===== config.mk =====
export PLATFORM = sky130hd
export DESIGN_NAME = pipe_reg_em_flat
export DESIGN_NICKNAME = d
export VERILOG_FILES = /design/src/rtl/pipe_reg_em_pkg.sv /design/src/rtl/pipe_reg_em_if.sv /design/src/rtl/pipe_reg_em_field_reg.sv /design/src/rtl/pipe_reg_em.sv /design/src/flat_wrapper.sv
export SDC_FILE = /design/constraint.sdc
export NUM_CORES = 1
export LEC_CHECK = 0
export BUFFER_PORTS_ARGS = -buffer_cell sky130_fd_sc_hd__buf_4
export CORE_AREA = 2 2 120 122
export CTS_CLUSTER_DIAMETER = 100
export DETAILED_ROUTE_END_ITERATION = 6
export DIE_AREA = 0 0 122 124
export MAX_ROUTING_LAYER = met4
export PLACE_DENSITY_LB_ADDON = 0.2
export SLEW_MARGIN = 30
export SYNTH_ARGS = -nofsm -noshare
export SYNTH_HDL_FRONTEND = slang
export SYNTH_SLANG_ARGS = --single-unit

===== constraint.sdc =====
create_clock -name clk -period 3.2 [get_ports clk]
set_clock_uncertainty 0.05 [all_clocks]
set_input_delay 0.96 -clock clk [delete_from_list [all_inputs] [get_ports clk]]
set_output_delay 0.96 -clock clk [all_outputs]
set_load 0.01 [all_outputs]

===== src/rtl/pipe_reg_em_pkg.sv =====
// Shared constants for the E/M pipeline register: reset PC, link offset,
// Tnew width and the nop encoding.
package pipe_reg_em_pkg;

  localparam int unsigned TNEW_W       = 2;
  localparam int unsigned REG_W        = 5;
  localparam logic [31:0] RESET_PC_DEF = 32'h0000_3000;
  localparam int unsigned LINK_OFS_DEF = 8;
  localparam logic [31:0] NOP_INSTR    = 32'h0000_0000;

endpackage


===== src/rtl/pipe_reg_em_if.sv =====
// E-side inputs and M-side outputs of the E/M register, bundled with
// master (E stage / driver) and slave (register) views.
interface pipe_reg_em_if
  import pipe_reg_em_pkg::*;
#(
  parameter int unsigned DW = 32
) ();

  logic              en;
  logic              clr;
  logic [31:0]       Instr_E;
  logic [DW-1:0]     PC_E;
  logic [DW-1:0]     ALUOut_E;
  logic [DW-1:0]     RtData_E;
  logic [REG_W-1:0]  E_RFDst;
  logic [TNEW_W-1:0] Tnew_E;
  logic              isjal_E;

  logic [31:0]       Instr_M;
  logic [DW-1:0]     PC_M;
  logic [DW-1:0]     ALUOut_M;
  logic [DW-1:0]     WD_M;
  logic [REG_W-1:0]  M_RFDst;
  logic [TNEW_W-1:0] Tnew_M;
  logic              isjal_M;
  logic [DW-1:0]     FwdData_M;
  logic              valid_M;

  modport master (
    output en, clr, Instr_E, PC_E, ALUOut_E, RtData_E, E_RFDst, Tnew_E, isjal_E,
    input  Instr_M, PC_M, ALUOut_M, WD_M, M_RFDst, Tnew_M, isjal_M, FwdData_M, valid_M
  );

  modport slave (
    input  en, clr, Instr_E, PC_E, ALUOut_E, RtData_E, E_RFDst, Tnew_E, isjal_E,
    output Instr_M, PC_M, ALUOut_M, WD_M, M_RFDst, Tnew_M, isjal_M, FwdData_M, valid_M
  );

endinterface


===== src/rtl/pipe_reg_em_field_reg.sv =====
// One pipeline field: async active-low reset, clr loads the bubble value
// (which equals the reset value), en loads new data, otherwise hold.
module pipe_field_reg #(
  parameter int unsigned W       = 32,
  parameter logic [W-1:0] RST_VAL = '0
) (
  input  logic         clk,
  input  logic         reset,
  input  logic         clr_i,
  input  logic         en_i,
  input  logic [W-1:0] d_i,
  output logic [W-1:0] q_o
);

  logic [W-1:0] data_q;

  always_ff @(posedge clk or negedge reset) begin
    if (!reset) begin
      data_q <= RST_VAL;
    end else if (clr_i) begin
      data_q <= RST_VAL;
    end else if (en_i) begin
      data_q <= d_i;
    end
  end

  assign q_o = data_q;

endmodule


===== src/rtl/pipe_reg_em.sv =====
// E/M pipeline register of the 5-stage MIPS core. Define
// PIPE_EM_BUBBLE_CNT_EN to add a saturating bubble_cnt output.
module pipe_reg_em
  import pipe_reg_em_pkg::*;
#(
  parameter int unsigned    DW       = 32,
  parameter logic [DW-1:0]  RESET_PC = DW'(RESET_PC_DEF),
  parameter int unsigned    LINK_OFS = LINK_OFS_DEF
) (
  input  logic         clk,
  input  logic         reset,
  pipe_reg_em_if.slave bus
`ifdef PIPE_EM_BUBBLE_CNT_EN
  ,
  output logic [31:0]  bubble_cnt
`endif
);

  logic [TNEW_W-1:0] tnew_d;

  // Tnew counts down one stage per hop but never wraps below zero
  always_comb begin
    tnew_d = '0;
    if (bus.Tnew_E != '0) begin
      tnew_d = bus.Tnew_E - TNEW_W'(1);
    end
  end

  pipe_field_reg #(.W(32), .RST_VAL(NOP_INSTR)) u_instr (
    .clk(clk), .reset(reset), .clr_i(bus.clr), .en_i(bus.en),
    .d_i(bus.Instr_E), .q_o(bus.Instr_M)
  );

  pipe_field_reg #(.W(DW), .RST_VAL(RESET_PC)) u_pc (
    .clk(clk), .reset(reset), .clr_i(bus.clr), .en_i(bus.en),
    .d_i(bus.PC_E), .q_o(bus.PC_M)
  );

  pipe_field_reg #(.W(DW), .RST_VAL('0)) u_alu (
    .clk(clk), .reset(reset), .clr_i(bus.clr), .en_i(bus.en),
    .d_i(bus.ALUOut_E), .q_o(bus.ALUOut_M)
  );

  pipe_field_reg #(.W(DW), .RST_VAL('0)) u_wd (
    .clk(clk), .reset(reset), .clr_i(bus.clr), .en_i(bus.en),
    .d_i(bus.RtData_E), .q_o(bus.WD_M)
  );

  pipe_field_reg #(.W(REG_W), .RST_VAL('0)) u_dst (
    .clk(clk), .reset(reset), .clr_i(bus.clr), .en_i(bus.en),
    .d_i(bus.E_RFDst), .q_o(bus.M_RFDst)
  );

  pipe_field_reg #(.W(TNEW_W), .RST_VAL('0)) u_tnew (
    .clk(clk), .reset(reset), .clr_i(bus.clr), .en_i(bus.en),
    .d_i(tnew_d), .q_o(bus.Tnew_M)
  );

  pipe_field_reg #(.W(1), .RST_VAL(1'b0)) u_jal (
    .clk(clk), .reset(reset), .clr_i(bus.clr), .en_i(bus.en),
    .d_i(bus.isjal_E), .q_o(bus.isjal_M)
  );

  // Every load from E is a real instruction, nop words included
  pipe_field_reg #(.W(1), .RST_VAL(1'b0)) u_valid (
    .clk(clk), .reset(reset), .clr_i(bus.clr), .en_i(bus.en),
    .d_i(1'b1), .q_o(bus.valid_M)
  );

  assign bus.FwdData_M = bus.isjal_M ? (bus.PC_M + DW'(LINK_OFS)) : bus.ALUOut_M;

`ifdef PIPE_EM_BUBBLE_CNT_EN
  logic [31:0] bubbleCnt_q;

  always_ff @(posedge clk or negedge reset) begin
    if (!reset) begin
      bubbleCnt_q <= '0;
    end else if (bus.clr && (bubbleCnt_q != 32'hFFFF_FFFF)) begin
      bubbleCnt_q <= bubbleCnt_q + 32'd1;
    end
  end

  assign bubble_cnt = bubbleCnt_q;
`endif

endmodule


===== src/flat_wrapper.sv =====
// flat-port wrapper written by rule: the top's interface ports become plain ports
module pipe_reg_em_flat import pipe_reg_em_pkg::*;
#(
  parameter int unsigned    DW       = 32,
  parameter logic [DW-1:0]  RESET_PC = DW'(RESET_PC_DEF),
  parameter int unsigned    LINK_OFS = LINK_OFS_DEF
)
  (clk, reset, bus_en, bus_clr, bus_Instr_E, bus_PC_E, bus_ALUOut_E, bus_RtData_E, bus_E_RFDst, bus_Tnew_E, bus_isjal_E, bus_Instr_M, bus_PC_M, bus_ALUOut_M, bus_WD_M, bus_M_RFDst, bus_Tnew_M, bus_isjal_M, bus_FwdData_M, bus_valid_M);
  pipe_reg_em_if #(.DW(DW)) bus_i ();
  input  logic clk;
  input  logic reset;
  input wire logic [$bits(bus_i.en)-1:0] bus_en;
  input wire logic [$bits(bus_i.clr)-1:0] bus_clr;
  input wire logic [$bits(bus_i.Instr_E)-1:0] bus_Instr_E;
  input wire logic [$bits(bus_i.PC_E)-1:0] bus_PC_E;
  input wire logic [$bits(bus_i.ALUOut_E)-1:0] bus_ALUOut_E;
  input wire logic [$bits(bus_i.RtData_E)-1:0] bus_RtData_E;
  input wire logic [$bits(bus_i.E_RFDst)-1:0] bus_E_RFDst;
  input wire logic [$bits(bus_i.Tnew_E)-1:0] bus_Tnew_E;
  input wire logic [$bits(bus_i.isjal_E)-1:0] bus_isjal_E;
  output wire logic [$bits(bus_i.Instr_M)-1:0] bus_Instr_M;
  output wire logic [$bits(bus_i.PC_M)-1:0] bus_PC_M;
  output wire logic [$bits(bus_i.ALUOut_M)-1:0] bus_ALUOut_M;
  output wire logic [$bits(bus_i.WD_M)-1:0] bus_WD_M;
  output wire logic [$bits(bus_i.M_RFDst)-1:0] bus_M_RFDst;
  output wire logic [$bits(bus_i.Tnew_M)-1:0] bus_Tnew_M;
  output wire logic [$bits(bus_i.isjal_M)-1:0] bus_isjal_M;
  output wire logic [$bits(bus_i.FwdData_M)-1:0] bus_FwdData_M;
  output wire logic [$bits(bus_i.valid_M)-1:0] bus_valid_M;
  assign bus_i.en = bus_en;
  assign bus_i.clr = bus_clr;
  assign bus_i.Instr_E = bus_Instr_E;
  assign bus_i.PC_E = bus_PC_E;
  assign bus_i.ALUOut_E = bus_ALUOut_E;
  assign bus_i.RtData_E = bus_RtData_E;
  assign bus_i.E_RFDst = bus_E_RFDst;
  assign bus_i.Tnew_E = bus_Tnew_E;
  assign bus_i.isjal_E = bus_isjal_E;
  assign bus_Instr_M = bus_i.Instr_M;
  assign bus_PC_M = bus_i.PC_M;
  assign bus_ALUOut_M = bus_i.ALUOut_M;
  assign bus_WD_M = bus_i.WD_M;
  assign bus_M_RFDst = bus_i.M_RFDst;
  assign bus_Tnew_M = bus_i.Tnew_M;
  assign bus_isjal_M = bus_i.isjal_M;
  assign bus_FwdData_M = bus_i.FwdData_M;
  assign bus_valid_M = bus_i.valid_M;
  pipe_reg_em #(.DW(DW), .RESET_PC(RESET_PC), .LINK_OFS(LINK_OFS)) u_core (.clk(clk), .reset(reset), .bus(bus_i));
endmodule

# Yosys cells after proc, flatten, opt, wreduce, memory -nomap -nowiden
# Index checks and enable logic that the tools add are counted.
[totals] register_bits=137 output_inout_bits=169
[classes] addsub=2 mux=18 n_reduce_logical=2
[ops] operator="$mux W32" count=9
[ops] operator="$add A32 B4 Y32 const B" count=1
[ops] operator="$mux W5" count=2
[ops] operator="$mux W2" count=3
[ops] operator="$mux W1" count=4
[ops] operator="$reduce_bool A2 Y1" count=2
[ops] operator="$sub A2 B1 Y2 const B" count=1

# Depth between registers and ports, before layout
# Gate-level depths: netlist (run 1).
[logic_depth] ltp_word=4 mapped_depth=6 mapped_depth_nobuf=5

# By module
# A second synthesis (run 1) with hierarchy kept.
[unflattened] hier_cells=606 hier_area_um2=6645.1
[modules_own_cells] mod="pipe_field_reg at u_core.u_alu ..." n_inst=3 cells_each=103 area_per_inst_um2=1323.8 seq_area_each_um2=800.8
[modules_own_cells] mod="pipe_field_reg at u_core.u_pc" n_inst=1 cells_each=103 area_per_inst_um2=1328.8 seq_area_each_um2=803.3
[modules_own_cells] mod="pipe_reg_em" n_inst=1 cells_each=166 area_per_inst_um2=984.7 seq_area_each_um2=0.0
[modules_own_cells] mod="pipe_field_reg at u_core.u_dst" n_inst=1 cells_each=16 area_per_inst_um2=205.2 seq_area_each_um2=125.1
[modules_own_cells] mod="pipe_field_reg at u_core.u_jal ..." n_inst=2 cells_each=3 area_per_inst_um2=38.8 seq_area_each_um2=25.0
[modules_own_cells] mod="pipe_field_reg at u_core.u_tnew" n_inst=1 cells_each=6 area_per_inst_um2=77.6 seq_area_each_um2=50.0

# Worst setup path after synthesis (run 1)
# Ideal clock, no wire load.
[synth_path] path_type="reg2out" from="reg u_core.u_pc.data_q[13] (netlist: u_core.u_pc.q_o[13])" to="out bus_FwdData_M[29]" arrival_time_ns=2.077 required_ns=2.190 slack_ns=0.113 stages_incl_launch_ff=6 n_path_buf=1 cell_sequence="dfstp_2 -> nand4_1 -> or4_1 -> buf_2 -> or4_1 -> a31oi_1"
[synth_via] elab_chain_cells=2
[synth_rtl] element="start, declared" line_no="pipe_reg_em_field_reg.sv:15" text="logic [W-1:0] data_q;"
[synth_rtl] element="start signal, assigned" line_no="pipe_reg_em_field_reg.sv:23" text="data_q <= d_i;"
[synth_rtl] element="$add A32 B4 Y32" line_no="pipe_reg_em.sv:70" text="assign bus.FwdData_M = bus.isjal_M ? (bus.PC_M + DW'(LINK_OFS)) : bus.ALUOut_M;"
[synth_rtl] element="$mux W32" line_no="pipe_reg_em.sv:70"
[synth_rtl] element="end, declared" line_no="flat_wrapper.sv:28" text="output wire logic [$bits(bus_i.FwdData_M)-1:0] bus_FwdData_M;"
# No other way between the ends.

# Final worst setup path (run 1)
[layout_path] from="reg u_core.u_pc.data_q[13] (netlist: u_core.u_pc.q_o[13])" to="out bus_FwdData_M[27]"
# Same word-level chain as after synthesis.

==> results.md, run 1 <==
- Initial antenna violation count: 0
- Global-route wire length before repair: 30,350 um
- Power Density: 465.1 mW/mm^2
- Fmax achieved: 0.2861 GHz
- Starting Density: 46.32%
- Vias: 5,832
- Clock power share: 39.6%
- Area Growth Syn to Fin: 53.55%
- Die height: 124 um
- Final wirelength: 20,100 um
- Switch share: 26.41%
- Crit-path leading delay family: simple AND/OR/NAND/NOR gates
- Slew Limit Fails: 0
- Minimum clock period: 3496 ps
- Port Buf Inserts: 308
- Buffer and inverter count on the worst path: 2
- TritonCTS Buffers: 17
- DR vias/cell: 5.249
- Slew @ Worst Pin: 639.8 ps
- I/O pin cnt: 309
- CTS root buf: clkbuf_16
- Synth Area in Compound Gates: 4.430%
- RePlAce Congestion: 0.8764
- #FFs+latches synth: 137
- Drt wl/cell: 18.09 um
- Main flop type after synthesis: dfrtp_1
- Final ANT Viol Nets: 0
- Syn_area_per_cell: 10.64 sq um
- Final setup margin: -295.8 ps
- Largest family of logic cells by synthesized area: multiplexers
- Adder-cell share of the synthesized area: 0.1969%
- Crit. End Element: output pin
- Min Hold Slack: 450.9 ps
- Crit-path max FO: 6
- Worst setup SP type: register
- Clock-pin slew on the worst setup and hold paths: 60 ps
- Post-Syn Area: 0.006355 sq mm
- CP max-delay cell: or4_4
- Outcome: complete, but fails checks
- Pin count of the biggest net entering global routing: 65
- H-tree depth: 4
- Mapped Cells: 597
- TritonRoute pass-1 iters: 5
- Gate power share: 18.1%
- Die Area: 0.01513 sq mm
- Cell Int Power: 0.003340 W
- GRT Util Overall: 27.09%
- Drt drc: 0
- CP required: 2190 ps
- CTS tree: done
- Max_cap viols: 0
- Mux share of post-synthesis cell area: 21.50%
- Critical path class: reg -> out
- Mapped Nets: 738
- Worst path cell trace: nand4_1 -> or4_4 -> buf_6 -> or3_1 -> a31oi_2 -> buf_4
- Post-Synth Simple-Gate Area: 15.02%
- RSZ-0062 raised after global routing: yes
- Fillcell total: 1,035
- Post-synth ARST share: 100.0%
- Hold buffer count at cts: 0
- Core area: 0.01372 sq mm
- Xor/xnor share of the synthesized area: 1.792%
- Hold WC Path Type: reg -> reg
- Vias in the first global route: 5,856
- Relative slew slack: 57.35%
- Core Rows: 43
- CP arrival: 2490 ps
- P_leak: 5.108 nW
- # setup viols final: 15
- Failing checks: setup timing
- Switching power: 0.001199 W
- Seq/Total Area, Yosys: 53.99%
- Worst-Skew Late Latency: 410 ps
- Diode count: 0
- Post-synth EDFFs: 0
- DR iter-0 viols: 365
- Maximum VDD drop: 361.2 uV
- Clk buf depth: 2
- Final hold vios: 0
- CTS Sinks: 137
- Nets: 1,062
- Final instance area: 0.009758 sq mm
- Reg power frac: 42.3%
- Crit path largest cell delay: 580 ps
- Share of cells above drive strength 1: 42.53%
- Dpl cell area: 0.008971 sq mm
- Syn. warnings: 0
- Fin crit share: 109.2%
- Die W: 122 um
- Grt total ovfl: 0
- Hpwl dp: 14,560 um
- Post-synth cell types: 34
## cell usage after synthesis (5+ instances only)
master    number  area, sq um
a21oi_1       15        75.07
nor2_1       160        600.6
or4_1          9        67.56
buf_1          9        33.78
nand3_1        9        45.04
o31ai_1        8        60.06
xor2_1        11        96.34
o21ai_1        6        30.03
mux2i_1      132         1321
nand4_1       12        75.07
or3_1          5        31.28
buf_2          9        45.04
clkbuf_1      24        90.09
a31oi_1       13        81.33
nand2_1        6        22.52
dfrtp_1      135         3378
## metrics by stage
stage / std cells / setup TNS [ps] / power (W) / util (%) / setup WS (ps)
finish: 1111 / -3013 / 0.004538 / 71.13 / -295.8
global placement: 1067 / 0 / 0.002730 / 65.39 / 20.97
floorplan: 597 / 0 / 0.002266 / - / 113.4
global route: 1111 / -4260 / 0.004719 / 71.13 / -389.7
CTS: 1110 / -2699 / 0.004572 / 70.72 / -285.8
detailed placement: 1067 / -98.92 / 0.002755 / 65.39 / -47.63
## repair_timing
| action | 4_1_cts | 5_1_grt |
|---|---|---|
| pin swaps | 25 | 14 |
| setup endpoints to repair | 14 | 20 |
| gates cloned | 1 | 0 |
| resized for setup | 20 | 12 |
| setup buffers | 13 | 1 |
## layout make-up
type | count | area, sq um | share of cell area (%)
multi-input combinational | 414 | 2830 | 29.00
clock buffer | 18 | 439.2 | 4.501
clock inverter | 11 | 102.6 | 1.051
inverter | 4 | 15.01 | 0.1539
sequential | 137 | 3433 | 35.18
tap | 180 | 225.2 | 2.308
timing repair buffer | 347 | 2713 | 27.80
## per-layer routing
layer / wire (um) / GRT usage [%]
met1: 7599 / 30.81
met2: 10370 / 45.91
met3: 1634 / 7.326
met4: 500 / 10.42
met5: 0 / -
## kinds of logic after synthesis
kind of cell	after synthesis
and+or+nand+nor	217
DFF	137
muxes	136
buffers and inverters	47
AOI/OAI and AO/OA	46
xor gates and xnor gates	13
adders and majority gates	1
## sequential cells by signal (all words and copies together), names as in the netlist
signal	cells
u_core.u_tnew.q_o	2
u_core.u_dst.q_o	5
u_core.u_valid.q_o	1
u_core.u_wd.q_o	32
u_core.u_pc.q_o	32
u_core.u_jal.q_o	1
u_core.u_alu.q_o	32
u_core.u_instr.q_o	32
## worst reg2reg max path, cell delays in order, from the launching register on
cell     delay (ps)
dfstp_2         370
buf_4           120
buf_6           100
buf_6           100
buf_6           100
buf_6           120
nor2b_1         130
a211o_1         270
## power groups by stage
stage          registers [W]  clock network (W)  logic, W
2_1_floorplan        0.00198                  0  0.000288
3_3_place_gp         0.00194                  0  0.000792
3_5_place_dp         0.00194                  0  0.000811
4_1_cts              0.00192            0.00183  0.000824
5_1_grt              0.00193            0.00190  0.000890
6_report             0.00192            0.00180  0.000821
## worst paths after layout
check	startpoint	endpoint	slack, ps	cells after the start
max	u_core.u_pc.q_o[13]	bus_FwdData_M[27]	-300	6
min	u_core.u_valid.q_o	u_core.u_valid.q_o	450	2
max reg2reg	u_core.u_pc.q_o[13]	u_core.u_pc.q_o[13]	1760	7
min reg2reg	u_core.u_valid.q_o	u_core.u_valid.q_o	450	2
max in group asynchronous	reset	u_core.u_jal.q_o	1820	2
min in group asynchronous	reset	u_core.u_pc.q_o[29]	480	1
## layout by cell type, fill, tap and decap left out, types with 4 or more instances in the layout
cell	count
o31ai_1	6
clkbuf_16	17
mux2i_1	132
buf_6	12
nand4_1	12
or4_1	8
dfrtp_1	133
a21oi_1	15
mux2_1	4
nor2_1	160
buf_4	330
a31oi_1	12
inv_1	4
o21ai_1	6
or3_1	5
clkinvlp_4	6
buf_12	5
xor2_1	11
nand3_1	7
nand2_1	5
(Power assumes the default switching activity.)
==> run 2: changes to the inputs <==
--- a/config.mk
+++ b/config.mk
@@ -6,10 +6,10 @@
 export NUM_CORES = 1
 export LEC_CHECK = 0
 export BUFFER_PORTS_ARGS = -buffer_cell sky130_fd_sc_hd__buf_4
-export CORE_AREA = 2 2 120 122
+export CORE_MARGIN = 8
+export CORE_UTILIZATION = 47
 export CTS_CLUSTER_DIAMETER = 100
 export DETAILED_ROUTE_END_ITERATION = 6
-export DIE_AREA = 0 0 122 124
 export MAX_ROUTING_LAYER = met4
 export PLACE_DENSITY_LB_ADDON = 0.2
 export SLEW_MARGIN = 30
==> run 2 against run 1 <==
The run still ends with setup timing left. Critical path depth is the same. Final cell count shrank 1.1%. Routed wire length rose by 13%. Clock power up 3%. Critical path type unchanged. Largest cell class unchanged. Highest routed layer unchanged.
==> results.md, run 2 (same netlist as run 1, synthesis figures left out) <==
- Outcome: complete, but fails checks
- Failing checks: setup timing
- Clk buf depth: 2 (unchanged)
- Final ANT Viol Nets: 0 (unchanged)
- Most frequent cells in the layout: buf_4 (330), nor2_1 (160), mux2i_1 (132)
- Die W: 132.3 um (+8.4%)
- Die Area: 0.01750 sq mm (+16%)
- Final wirelength: 22,700 um (+13%)
- Core area: 0.01324 sq mm (-3.5%)
- Register area: 0.003436 sq mm (about the same)
- TritonRoute pass-1 iters: 5 (unchanged)
- Core Rows: 42 (-2.3%)
- Drt wl/cell: 20.66 um (+14%)
- P_leak: 5.087 nW (-0.40%)
- Maximum VDD drop: 356.6 uV (-1.3%)
- Die height: 132.3 um (+6.7%)
- Slew @ Worst Pin: 510.1 ps (-129.7 ps)
- Register-to-register setup slack: 2170 ps (+410 ps)
- DR iter-0 viols: 402 (+10%)
- # setup viols final: 12 (-3)
- Clock-pin slew on the worst setup and hold paths: 50 ps (about the same)
- Share of cells above drive strength 1: 42.25% (-0.28 points)
- CP required: 2190 ps (about the same)
- Dpl cell area: 0.008959 sq mm (-0.14%)
- Power Density: 475.8 mW/mm^2 (+2.3%)
- Diode count: 0 (unchanged)
- DR vias/cell: 5.374 (+2.4%)
- Worst-Skew Late Latency: 410 ps (about the same)
- Area of the multi-input gates: 0.002826 sq mm (-0.13%)
- H-tree depth: 4 (unchanged)
- Nets: 1,055 (-0.66%)
- CTS tree: done
- Total negative slack: -1468 ps (+1545 ps)
- Area Growth Syn to Fin: 52.55%
- Fmax achieved: 0.2941 GHz (+2.8%)
- Fillcell total: 968 (-6.5%)
- Crit. End Element: output pin
- Most common cell after layout, fill and taps aside: buf_4
- CP arrival: 2390 ps (-100 ps)
- Vias in the first global route: 6,451 (+10%)
- TritonCTS Buffers: 17 (unchanged)
- Total Power: 0.004612 W (+1.6%)
- Final setup margin: -200.4 ps (+95.38 ps)
- Pin count of the biggest net entering global routing: 82 (+26%)
- RePlAce Congestion: 0.9719 (+11%)
- Slew Limit Fails: 0 (unchanged)
- Crit-path max FO: 8 (+2)
- I/O pin cnt: 309 (unchanged)
- Hpwl dp: 16,790 um (+15%)
- Drt drc: 0 (unchanged)
- Critical path class: reg -> out
- Relative slew slack: 66.00% (+8.6 points)
- Vias: 5,906 (+1.3%)
- Port Buf Inserts: 308 (unchanged)
- Max_cap viols: 0 (unchanged)
- GRT Util Overall: 26.65% (-0.45 points)
- Global-route wire length before repair: 35,530 um (+17%)
- Worst setup SP type: register
- Grt total ovfl: 0 (unchanged)
- Hold WC Path Type: in -> async
- Initial antenna violation count: 0 (unchanged)
- Fin crit share: 106.3% (-3.0 points)
- Final instance area: 0.009694 sq mm (-0.65%)
- Min Hold Slack: 438.9 ps (-12.06 ps)
- Minimum clock period: 3400 ps (-95.38 ps)
- Final hold vios: 0 (unchanged)
- CTS Sinks: 137 (unchanged)
- CTS root buf: clkbuf_16
- Hold buffer count at cts: 0 (unchanged)
- Starting Density: 47.99% (+1.7 points)
- RSZ-0062 raised after global routing: yes
run 2: layer usage:
layer  part of all wire, %  routed length [um]  global-route usage (%)  up-vias
li1                      -                   -                       -     2699
met1                    37                8460                   28.56     2867
met2                    50               11460                   43.38      286
met3                   8.6                1960                   9.299       54
met4                   3.6                 818                   13.06        0
met5                     0                   0                       -        -
run 2: worst paths after layout:
| kind | from | endpoint | cells past startpoint |
|---|---|---|---|
| setup / recovery | u_core.u_pc.q_o[13] | bus_FwdData_M[28] | 6 |
| setup reg to reg | u_core.u_pc.q_o[13] | u_core.u_pc.q_o[13] | 3 |
| max in group asynchronous | reset | u_core.u_tnew.q_o[1] | 2 |
| hold reg to reg | u_core.u_valid.q_o | u_core.u_valid.q_o | 2 |
| hold / removal | reset | u_core.u_pc.q_o[25] | 1 |
| min in group clk | u_core.u_valid.q_o | u_core.u_valid.q_o | 2 |
run 2: layout make-up:
cell class,instances,share of cell area (%)
clock buffers,24,4.969
clock inverters,4,0.7228
inverters,4,0.1549
multi-input cells,413,29.16
flip-flops and latches,137,35.44
well taps,176,2.272
repair buffers,341,27.28
run 2: metrics by stage:
step           setup WS (ps)  cells  utilization, %
6_report              -200.4   1099           73.20
5_1_grt               -273.6   1099           73.20
4_1_cts               -292.0   1099           72.93
3_5_place_dp           4.966   1062           67.65
3_3_place_gp           13.58   1062           67.65
2_1_floorplan          113.4    597               -
run 2: worst max-delay path: stages, from the launching register on:
cell and delay [ps]:
dfstp_2 520, nand4_1 100, or4_4 560, buf_6 150, o31a_1 230, o31a_1 300, buf_6 130
run 2: report_power, final:
group | internal, W | leakage [nW] | total [W] | switching (W)
clock | 0.00119 | 0.272 | 0.00186 | 0.000673
sequential | 0.00183 | 1.81 | 0.00192 | 0.0000886
combinational | 0.000427 | 3.01 | 0.000829 | 0.000402
run 2: timing repair:
action	in CTS	in global routing
setup buffers	9	0
setup endpoints to repair	16	15
pin swaps	25	5
resized for setup	22	9
